File: src/rtl/enc_8b10b_tx_ctrl.sv
// 8b/10b transmit sequencer: alignment burst, idle/comma insertion and running disparity.
// Define ENC8B10B_K_CHECK_EN to replace invalid K inputs by K30.7 and raise sticky k_err.
module enc_8b10b_tx_ctrl #(
    parameter int unsigned ALIGN_LEN    = 4,
    parameter int unsigned ALIGN_PERIOD = 1024,
    parameter int unsigned CNT_W        = 16
) (
    input  logic       clk,
    input  logic       rst,
    input  logic [7:0] s_tdata,
    input  logic       s_tuser,
    input  logic       s_tvalid,
    output logic       s_tready,
    output logic [9:0] m_tdata,
    output logic       m_tvalid,
    input  logic       m_tready,
    output logic       rd,
    output logic       aligned,
    output logic       k_err
);

    localparam int unsigned AW = $clog2(ALIGN_LEN + 1);
    localparam logic [CNT_W-1:0] PERIOD_LAST = CNT_W'(ALIGN_PERIOD - 1);
    localparam logic [AW-1:0] ALIGN_LAST = AW'(ALIGN_LEN - 1);

    typedef enum logic {StAlign, StData} state_e;

    // 5b/6b code for RD-, string order abcdei with a in the MSB
    function automatic logic [5:0] tab6(input logic [4:0] x, input logic k);
        logic [5:0] t;
        case (x)
            5'd0:  t = 6'b100111;
            5'd1:  t = 6'b011101;
            5'd2:  t = 6'b101101;
            5'd3:  t = 6'b110001;
            5'd4:  t = 6'b110101;
            5'd5:  t = 6'b101001;
            5'd6:  t = 6'b011001;
            5'd7:  t = 6'b111000;
            5'd8:  t = 6'b111001;
            5'd9:  t = 6'b100101;
            5'd10: t = 6'b010101;
            5'd11: t = 6'b110100;
            5'd12: t = 6'b001101;
            5'd13: t = 6'b101100;
            5'd14: t = 6'b011100;
            5'd15: t = 6'b010111;
            5'd16: t = 6'b011011;
            5'd17: t = 6'b100011;
            5'd18: t = 6'b010011;
            5'd19: t = 6'b110010;
            5'd20: t = 6'b001011;
            5'd21: t = 6'b101010;
            5'd22: t = 6'b011010;
            5'd23: t = 6'b111010;
            5'd24: t = 6'b110011;
            5'd25: t = 6'b100110;
            5'd26: t = 6'b010110;
            5'd27: t = 6'b110110;
            5'd28: t = k ? 6'b001111 : 6'b001110;
            5'd29: t = 6'b101110;
            5'd30: t = 6'b011110;
            default: t = 6'b101011;
        endcase
        return t;
    endfunction

    // Returns {rd_next, code} with code bit0 = a ... bit9 = j
    function automatic logic [10:0] encode(input logic [7:0] d, input logic k, input logic rd_in);
        logic [5:0] t6, s6;
        logic [3:0] t4, s4;
        logic       flip4, rd_mid, use_a7;
        logic [9:0] code;
        t6     = tab6(d[4:0], k);
        s6     = (rd_in && (($countones(t6) != 3) || d[4:0] == 5'd7)) ? ~t6 : t6;
        rd_mid = rd_in ^ ($countones(t6) != 3);
        use_a7 = rd_mid ? (d[4:0] == 5'd11 || d[4:0] == 5'd13 || d[4:0] == 5'd14)
                        : (d[4:0] == 5'd17 || d[4:0] == 5'd18 || d[4:0] == 5'd20);
        flip4 = 1'b1;
        if (k) begin
            case (d[7:5])
                3'd0: t4 = 4'b1011;
                3'd1: t4 = 4'b0110;
                3'd2: t4 = 4'b1010;
                3'd3: t4 = 4'b1100;
                3'd4: t4 = 4'b1101;
                3'd5: t4 = 4'b0101;
                3'd6: t4 = 4'b1001;
                default: t4 = 4'b0111;
            endcase
        end else begin
            case (d[7:5])
                3'd0: t4 = 4'b1011;
                3'd1: begin t4 = 4'b1001; flip4 = 1'b0; end
                3'd2: begin t4 = 4'b0101; flip4 = 1'b0; end
                3'd3: t4 = 4'b1100;
                3'd4: t4 = 4'b1101;
                3'd5: begin t4 = 4'b1010; flip4 = 1'b0; end
                3'd6: begin t4 = 4'b0110; flip4 = 1'b0; end
                default: t4 = use_a7 ? 4'b0111 : 4'b1110;
            endcase
        end
        s4 = (rd_mid && flip4) ? ~t4 : t4;
        for (int i = 0; i < 6; i++) code[i] = s6[5-i];
        for (int i = 0; i < 4; i++) code[6+i] = s4[3-i];
        return {rd_mid ^ ($countones(t4) != 2), code};
    endfunction

    state_e           state_q, state_d;
    logic [AW-1:0]    align_cnt_q, align_cnt_d;
    logic [CNT_W-1:0] period_cnt_q, period_cnt_d;
    logic [9:0]       m_tdata_q, m_tdata_d;
    logic             m_tvalid_q, m_tvalid_d;
    logic             rd_q, rd_d;
    logic             load, comma_due, take;
    logic [7:0]       sym_d;
    logic             sym_k;
    logic [10:0]      enc;

`ifdef ENC8B10B_K_CHECK_EN
    logic k_bad, k_err_q;

    function automatic logic k_valid(input logic [7:0] d);
        return (d[4:0] == 5'd28) || (d[7:5] == 3'd7 &&
               (d[4:0] == 5'd23 || d[4:0] == 5'd27 || d[4:0] == 5'd29 || d[4:0] == 5'd30));
    endfunction
`endif

    always_comb begin
        load      = !m_tvalid_q || m_tready;
        comma_due = (ALIGN_PERIOD != 0) && (period_cnt_q == PERIOD_LAST);
        take      = load && (state_q == StData) && !comma_due;
        sym_k     = 1'b1;
        sym_d     = 8'hBC;
`ifdef ENC8B10B_K_CHECK_EN
        k_bad     = 1'b0;
`endif
        if (take && s_tvalid) begin
            sym_k = s_tuser;
            sym_d = s_tdata;
`ifdef ENC8B10B_K_CHECK_EN
            if (s_tuser && !k_valid(s_tdata)) begin
                sym_d = 8'hFE;
                k_bad = 1'b1;
            end
`endif
        end
        enc = encode(sym_d, sym_k, rd_q);

        state_d      = state_q;
        align_cnt_d  = align_cnt_q;
        period_cnt_d = period_cnt_q;
        m_tdata_d    = m_tdata_q;
        m_tvalid_d   = m_tvalid_q;
        rd_d         = rd_q;
        if (load) begin
            m_tvalid_d = 1'b1;
            m_tdata_d  = enc[9:0];
            rd_d       = enc[10];
            // Any K28.5 on the line restarts the comma spacing
            if (sym_k && sym_d == 8'hBC) begin
                period_cnt_d = '0;
            end else if (period_cnt_q != PERIOD_LAST) begin
                period_cnt_d = period_cnt_q + 1'b1;
            end
            if (state_q == StAlign) begin
                if (align_cnt_q == ALIGN_LAST) begin
                    state_d     = StData;
                    align_cnt_d = '0;
                end else begin
                    align_cnt_d = align_cnt_q + 1'b1;
                end
            end
        end
    end

    always_ff @(posedge clk) begin
        if (rst) begin
            state_q      <= StAlign;
            align_cnt_q  <= '0;
            period_cnt_q <= '0;
            m_tdata_q    <= '0;
            m_tvalid_q   <= 1'b0;
            rd_q         <= 1'b0;
        end else begin
            state_q      <= state_d;
            align_cnt_q  <= align_cnt_d;
            period_cnt_q <= period_cnt_d;
            m_tdata_q    <= m_tdata_d;
            m_tvalid_q   <= m_tvalid_d;
            rd_q         <= rd_d;
        end
    end

`ifdef ENC8B10B_K_CHECK_EN
    always_ff @(posedge clk) begin
        if (rst) k_err_q <= 1'b0;
        else     k_err_q <= k_err_q | k_bad;
    end
    assign k_err = k_err_q;
`else
    assign k_err = 1'b0;
`endif

    assign s_tready = take;
    assign m_tdata  = m_tdata_q;
    assign m_tvalid = m_tvalid_q;
    assign rd       = rd_q;
    assign aligned  = (state_q == StData);

endmodule

File: config.mk
export PLATFORM = sky130hd
export DESIGN_NAME = enc_8b10b_tx_ctrl
export DESIGN_NICKNAME = d
export VERILOG_FILES = /design/src/rtl/enc_8b10b_tx_ctrl.sv
export SDC_FILE = /design/constraint.sdc
export NUM_CORES = 1
export LEC_CHECK = 0
export BUFFER_PORTS_ARGS = -buffer_cell sky130_fd_sc_hd__buf_2
export CAP_MARGIN = 40
export CORE_MARGIN = 4
export CORE_UTILIZATION = 39
export DETAILED_ROUTE_END_ITERATION = 6
export GPL_ROUTABILITY_DRIVEN = 0
export HOLD_SLACK_MARGIN = 0.12
export PLACE_DENSITY_LB_ADDON = 0.12
export RECOVER_POWER = 25
export SLEW_MARGIN = 20
export SYNTH_ARGS = -nofsm -noshare
export SYNTH_HDL_FRONTEND = slang
export SYNTH_SLANG_ARGS = --single-unit
export TNS_END_PERCENT = 100
File: constraint.sdc
create_clock -name clk -period 20.3 [get_ports clk]
set_clock_uncertainty 0.2 [all_clocks]
set_input_delay 6.09 -clock clk [delete_from_list [all_inputs] [get_ports clk]]
set_output_delay 6.09 -clock clk [all_outputs]
set_load 0.005 [all_outputs]
## After elaboration in Yosys (flattened, before gate mapping)

Index checks and enable logic that the tools add are counted.

- Bits in registers: 32
- Input bits: 13
- Output and inout port bits: 15
- Word-level logic and storage cells: 101

- Add/sub/neg operators: 10
- Eq/ne operators: 42
- Mux-type cells: 18
- Bitwise operators: 5
- Reductions and logical operators: 20

Operator list:

| kind | count |
|---|---|
| $pmux W6 S31 | 1 |
| $eq A5 B5 Y1 const B | 15 |
| $pmux W4 S7 | 2 |
| $eq A5 B4 Y1 const B | 8 |
| $mux W16 | 2 |
| $eq A5 B3 Y1 const B | 4 |
| $add A16 B1 Y16 const B | 1 |
| $eq A16 B10 Y1 const B | 1 |
| $ne A16 B10 Y1 const B | 1 |
| $mux W4 | 3 |
| $add A1 B1 Y2 | 5 |
| $eq A5 B2 Y1 const B | 2 |
| $eq A3 B2 Y1 const B | 3 |
| $eq A3 B3 Y1 const B | 3 |
| $eq A8 B8 Y1 const B | 1 |
| $mux W8 | 1 |
| $mux W1 | 7 |
| $add A2 B2 Y3 | 2 |
| $logic_and A1 B1 Y1 | 6 |
| $logic_or A1 B1 Y1 | 6 |
| $mux W6 | 1 |
| $not A6 Y6 | 1 |
| $eq A5 B1 Y1 const B | 1 |
| $logic_not A5 Y1 | 1 |
| 14 further kinds | 17 |

## Logic depth before layout (Yosys ltp)

- Word-level depth: 21
- Mapped depth: 26

## Worst setup path before layout

Ideal clock, no wire load.

- Kind: input port to output port
- Start point: input port m_tready
- End point: output port s_tready
- Arrival: 6744 ps
- Path slack: 7266 ps
- Stages: 4
- Path buffers: 2
- Path through: nand2b_2 buf_6 clkbuf_1 and3_1

- Longest elaborated chain between the ends: 3

Ends and longest elaborated chain:

| element | line | source |
|---|---|---|
| from (decl) | 16 | `input logic m_tready,` |
| $logic_or A1 B1 Y1 | 130 | `load = !m_tvalid_q \|\| m_tready;` |
| $logic_and A1 B1 Y1 (2 in a row) | 132 | `take = load && (state_q == StData) && !comma_due;` |
| to (decl) | 13 | `output logic s_tready,` |

Every way passes these cells.

## Worst setup path after layout

Same ends and word-level chain as after synthesis.

==> flow_metrics.tcl <==
set metrics [dict create \
    num_antenna_cells 0 \
    cap_viol_max_count 0 \
    clock_period_minus_worst_slack_ps 13360 \
    netlist_instances 304 \
    first_global_vias 1944 \
    synthTopCellsByArea "sky130_fd_sc_hd__dfxtp_1 (26%), sky130_fd_sc_hd__nor2_1 (6.3%), sky130_fd_sc_hd__xor2_1 (5.0%)" \
    vdd_drop_max_v 0.0000375 \
    die-height_microns 87.1 \
    synth_most_common_cell "sky130_fd_sc_hd__nor2_1" \
    ys_async_sr_fraction 0 \
    cts-buffers-inserted 5 \
    ys_dominant_reg_cell "sky130_fd_sc_hd__dfxtp_1" \
    critical_path_arrival_ps 7070 \
    rsz0062_at_grt "no" \
    max_slew_margin 0.562 \
    global_route.usage.total 0.153 \
    area_of_the_die_sq_mm 0.00759 \
    clock-root-buffer "sky130_fd_sc_hd__clkbuf_8" \
    sink_count 32 \
    dpl.hpwl_microns 4290 \
    post-synth-top-area-fraction 0.263 \
    transition_time_at_the_pin_with_the_least_slew_margin_ps 658 \
    final-hold-violation-count 0 \
    drtAntennaViolNets 0 \
    post_route_cells_drive_above_1_share 0.135 \
    worstHoldPathCells 2 \
    htree_num_levels 2 \
    first_pass_iters 4 \
    synth.net_count 330 \
    period_share 0.658 \
    regToRegEndpoint "rd$_SDFFE_PP0N_" \
    ys.warnings.count 0 \
    clk_latency_ps 280 \
    area.growth.synth_to_final_pct 8.36 \
    maximum_count_of_clock_buffers_along_a_single_path 2 \
    drc 0 \
    nNetsFinal 344 \
    post_synthesis_cell_type_count 61 \
    core.rowCount 28 \
    grt_start_max_net_pins 20 \
    final-instance-count-excl-fill 393 \
    endpoint_kind "output port" \
    hold_class "flip-flop to flip-flop" \
    tritoncts_clock_tree "done" \
    coreArea_sq_mm 0.00599 \
    reg2reg_setup_slack_ps 13370 \
    post-cts-setup-buffers 0 \
    initial_utilization 0.407 \
    ios 28 \
    synth.ff_latch_count 32 \
    cp-startpoint "m_tready" \
    synth.avg_cell_area_sq_um 8.03 \
    wire_length_of_the_first_global_routing_pass_microns 9360 \
    power.static_leakage_nw 1.04 \
    rr_worst_depth 24 \
    worst-endpoint-required_ps 14010 \
    synth_edf_count 0 \
    num_vias 2128 \
    global_route_congestion_overflow_total 0 \
    timing.fmax_mhz 74.8 \
    timing.final.max_slew_violations 0 \
    outcome "finished clean" \
    criticalPathCategory "input pin to output port" \
    clock_edge_transition_at_the_registers_on_the_reported_setup_and_hold_paths_ps 60 \
    gates_resized_cts_repair 0 \
    avgRoutedWirePerCell_microns 14.5 \
    synth_top_area_cell "sky130_fd_sc_hd__dfxtp_1" \
    post_synth_most_frequent_cells "sky130_fd_sc_hd__nor2_1 (41), sky130_fd_sc_hd__dfxtp_1 (32), sky130_fd_sc_hd__nand2_1 (32), sky130_fd_sc_hd__a21oi_1 (15)" \
    critical_path.max_fanout 19 \
    floorplan.die.width_microns 87.1 \
    worst_hold_startpoint "align_cnt_q[2]$_SDFFE_PP0P_" \
    drtIter0Drc 130 \
    grt_antenna_before_repair 0 \
    detailed_place.area_sq_mm 0.00256 \
    min_delay_worst_endpoint "align_cnt_q[2]$_SDFFE_PP0P_" \
    route.detailed.vias_per_inst 5.41 \
    post_cts_hold_buffer_count 0 \
    sum_of_negative_setup_slack_ps 0 \
    detail_route.wirelength_microns 5700 \
    final_cell_area_sq_mm 0.00264 \
    setup_violations 0 \
    syn_area_sq_mm 0.00244 \
    dp_cells 386 \
    cp-start-kind "input pin" \
    power.density_cell_area_mw_per_mm2 57.8 \
    synth_sequential_area_ratio 0.263 \
    io_buffers 26 \
    rr_startpoint "m_tvalid$_SDFFE_PP0N_" \
]
[layout by cell type (no fill, tap or decap), types with 6 or more instances in the layout]
cell and count:
sky130_fd_sc_hd__a21oi_1 15, sky130_fd_sc_hd__nand4_1 6, sky130_fd_sc_hd__ha_1 9, sky130_fd_sc_hd__inv_1 9
sky130_fd_sc_hd__buf_2 20, sky130_fd_sc_hd__xnor2_1 10, sky130_fd_sc_hd__o21ai_0 14, sky130_fd_sc_hd__nand3_1 9
sky130_fd_sc_hd__or3_1 6, sky130_fd_sc_hd__clkbuf_8 7, sky130_fd_sc_hd__xor2_1 14, sky130_fd_sc_hd__dfxtp_1 32
sky130_fd_sc_hd__o31ai_1 6, sky130_fd_sc_hd__nor2_1 41, sky130_fd_sc_hd__clkbuf_1 6, sky130_fd_sc_hd__nor3_1 7
sky130_fd_sc_hd__nand2_1 32
[worst max-delay path, cell delays in order]
cell                       delay, ps
sky130_fd_sc_hd__buf_2           100
sky130_fd_sc_hd__nand2b_1        430
sky130_fd_sc_hd__and3_1          330
sky130_fd_sc_hd__buf_2           120
[registers in the layout, indices dropped and copies added (netlist names)]
register      flops
align_cnt_q       3
aligned           1
m_tvalid          1
period_cnt_q     16
m_tdata          10
rd                1
[per-stage QoR]
stage	util	hold WS [ps]	power, W	setup WS, ps
floorplan	-	212	0.0000947	7270
global placement	0.424	225	0.000102	7140
detailed placement	0.427	234	0.000103	7110
CTS	0.443	245	0.000155	7110
global route	0.441	266	0.000161	6860
finish	0.441	242	0.000153	6940
[kinds of logic (layout without fill, tap and decap cells)]
group,after synthesis,after routing,synth area share
AOI/OAI and AO/OA,66,66,0.194
xor gates and xnor gates,25,25,0.0928
adders and majority gates,13,13,0.0790
buffers and inverters,30,44,0.0636
DFF,32,32,0.263
muxes,5,5,0.0205
other,1,1,0.00154
and+or+nand+nor,132,132,0.286
[how the worst max path moves through the flow]
stage	endpoint	slack [ps]	depth (start not counted)
after floorplan	s_tready	7270	4
after global placement	s_tready	7140	4
after detailed placement	s_tready	7110	4
after CTS	s_tready	7110	4
after global routing	s_tready	6860	4
final	s_tready	6940	4
[cell type report]
cell class	instances	area, sq um
Sequential cell	32	641
Tap cell	75	93.8
Inverter	9	33.8
Multi-Input combinational cell	242	1640
Timing Repair Buffer	28	138
Clock buffer	7	96.3
Fill cell	610	3350
[power breakdown]
| group | leakage [nW] | switching [W] | internal (W) |
|---|---|---|---|
| logic | 0.725 | 0.0000179 | 0.0000133 |
| registers | 0.262 | 0.00000278 | 0.0000667 |
| clock network | 0.0503 | 0.0000221 | 0.0000302 |
| total | 1.04 | 0.0000428 | 0.000110 |
[per-layer routing]
layer | vias up | track usage | part of all wire
met4 | 0 | 0.0418 | 0.0044
met5 | - | 0 | 0
met2 | 34 | 0.251 | 0.47
met3 | 2 | 0.0350 | 0.032
met1 | 986 | 0.203 | 0.50
li1 | 1106 | - | -
No activity file was read; power rests on OpenSTA's default activity.
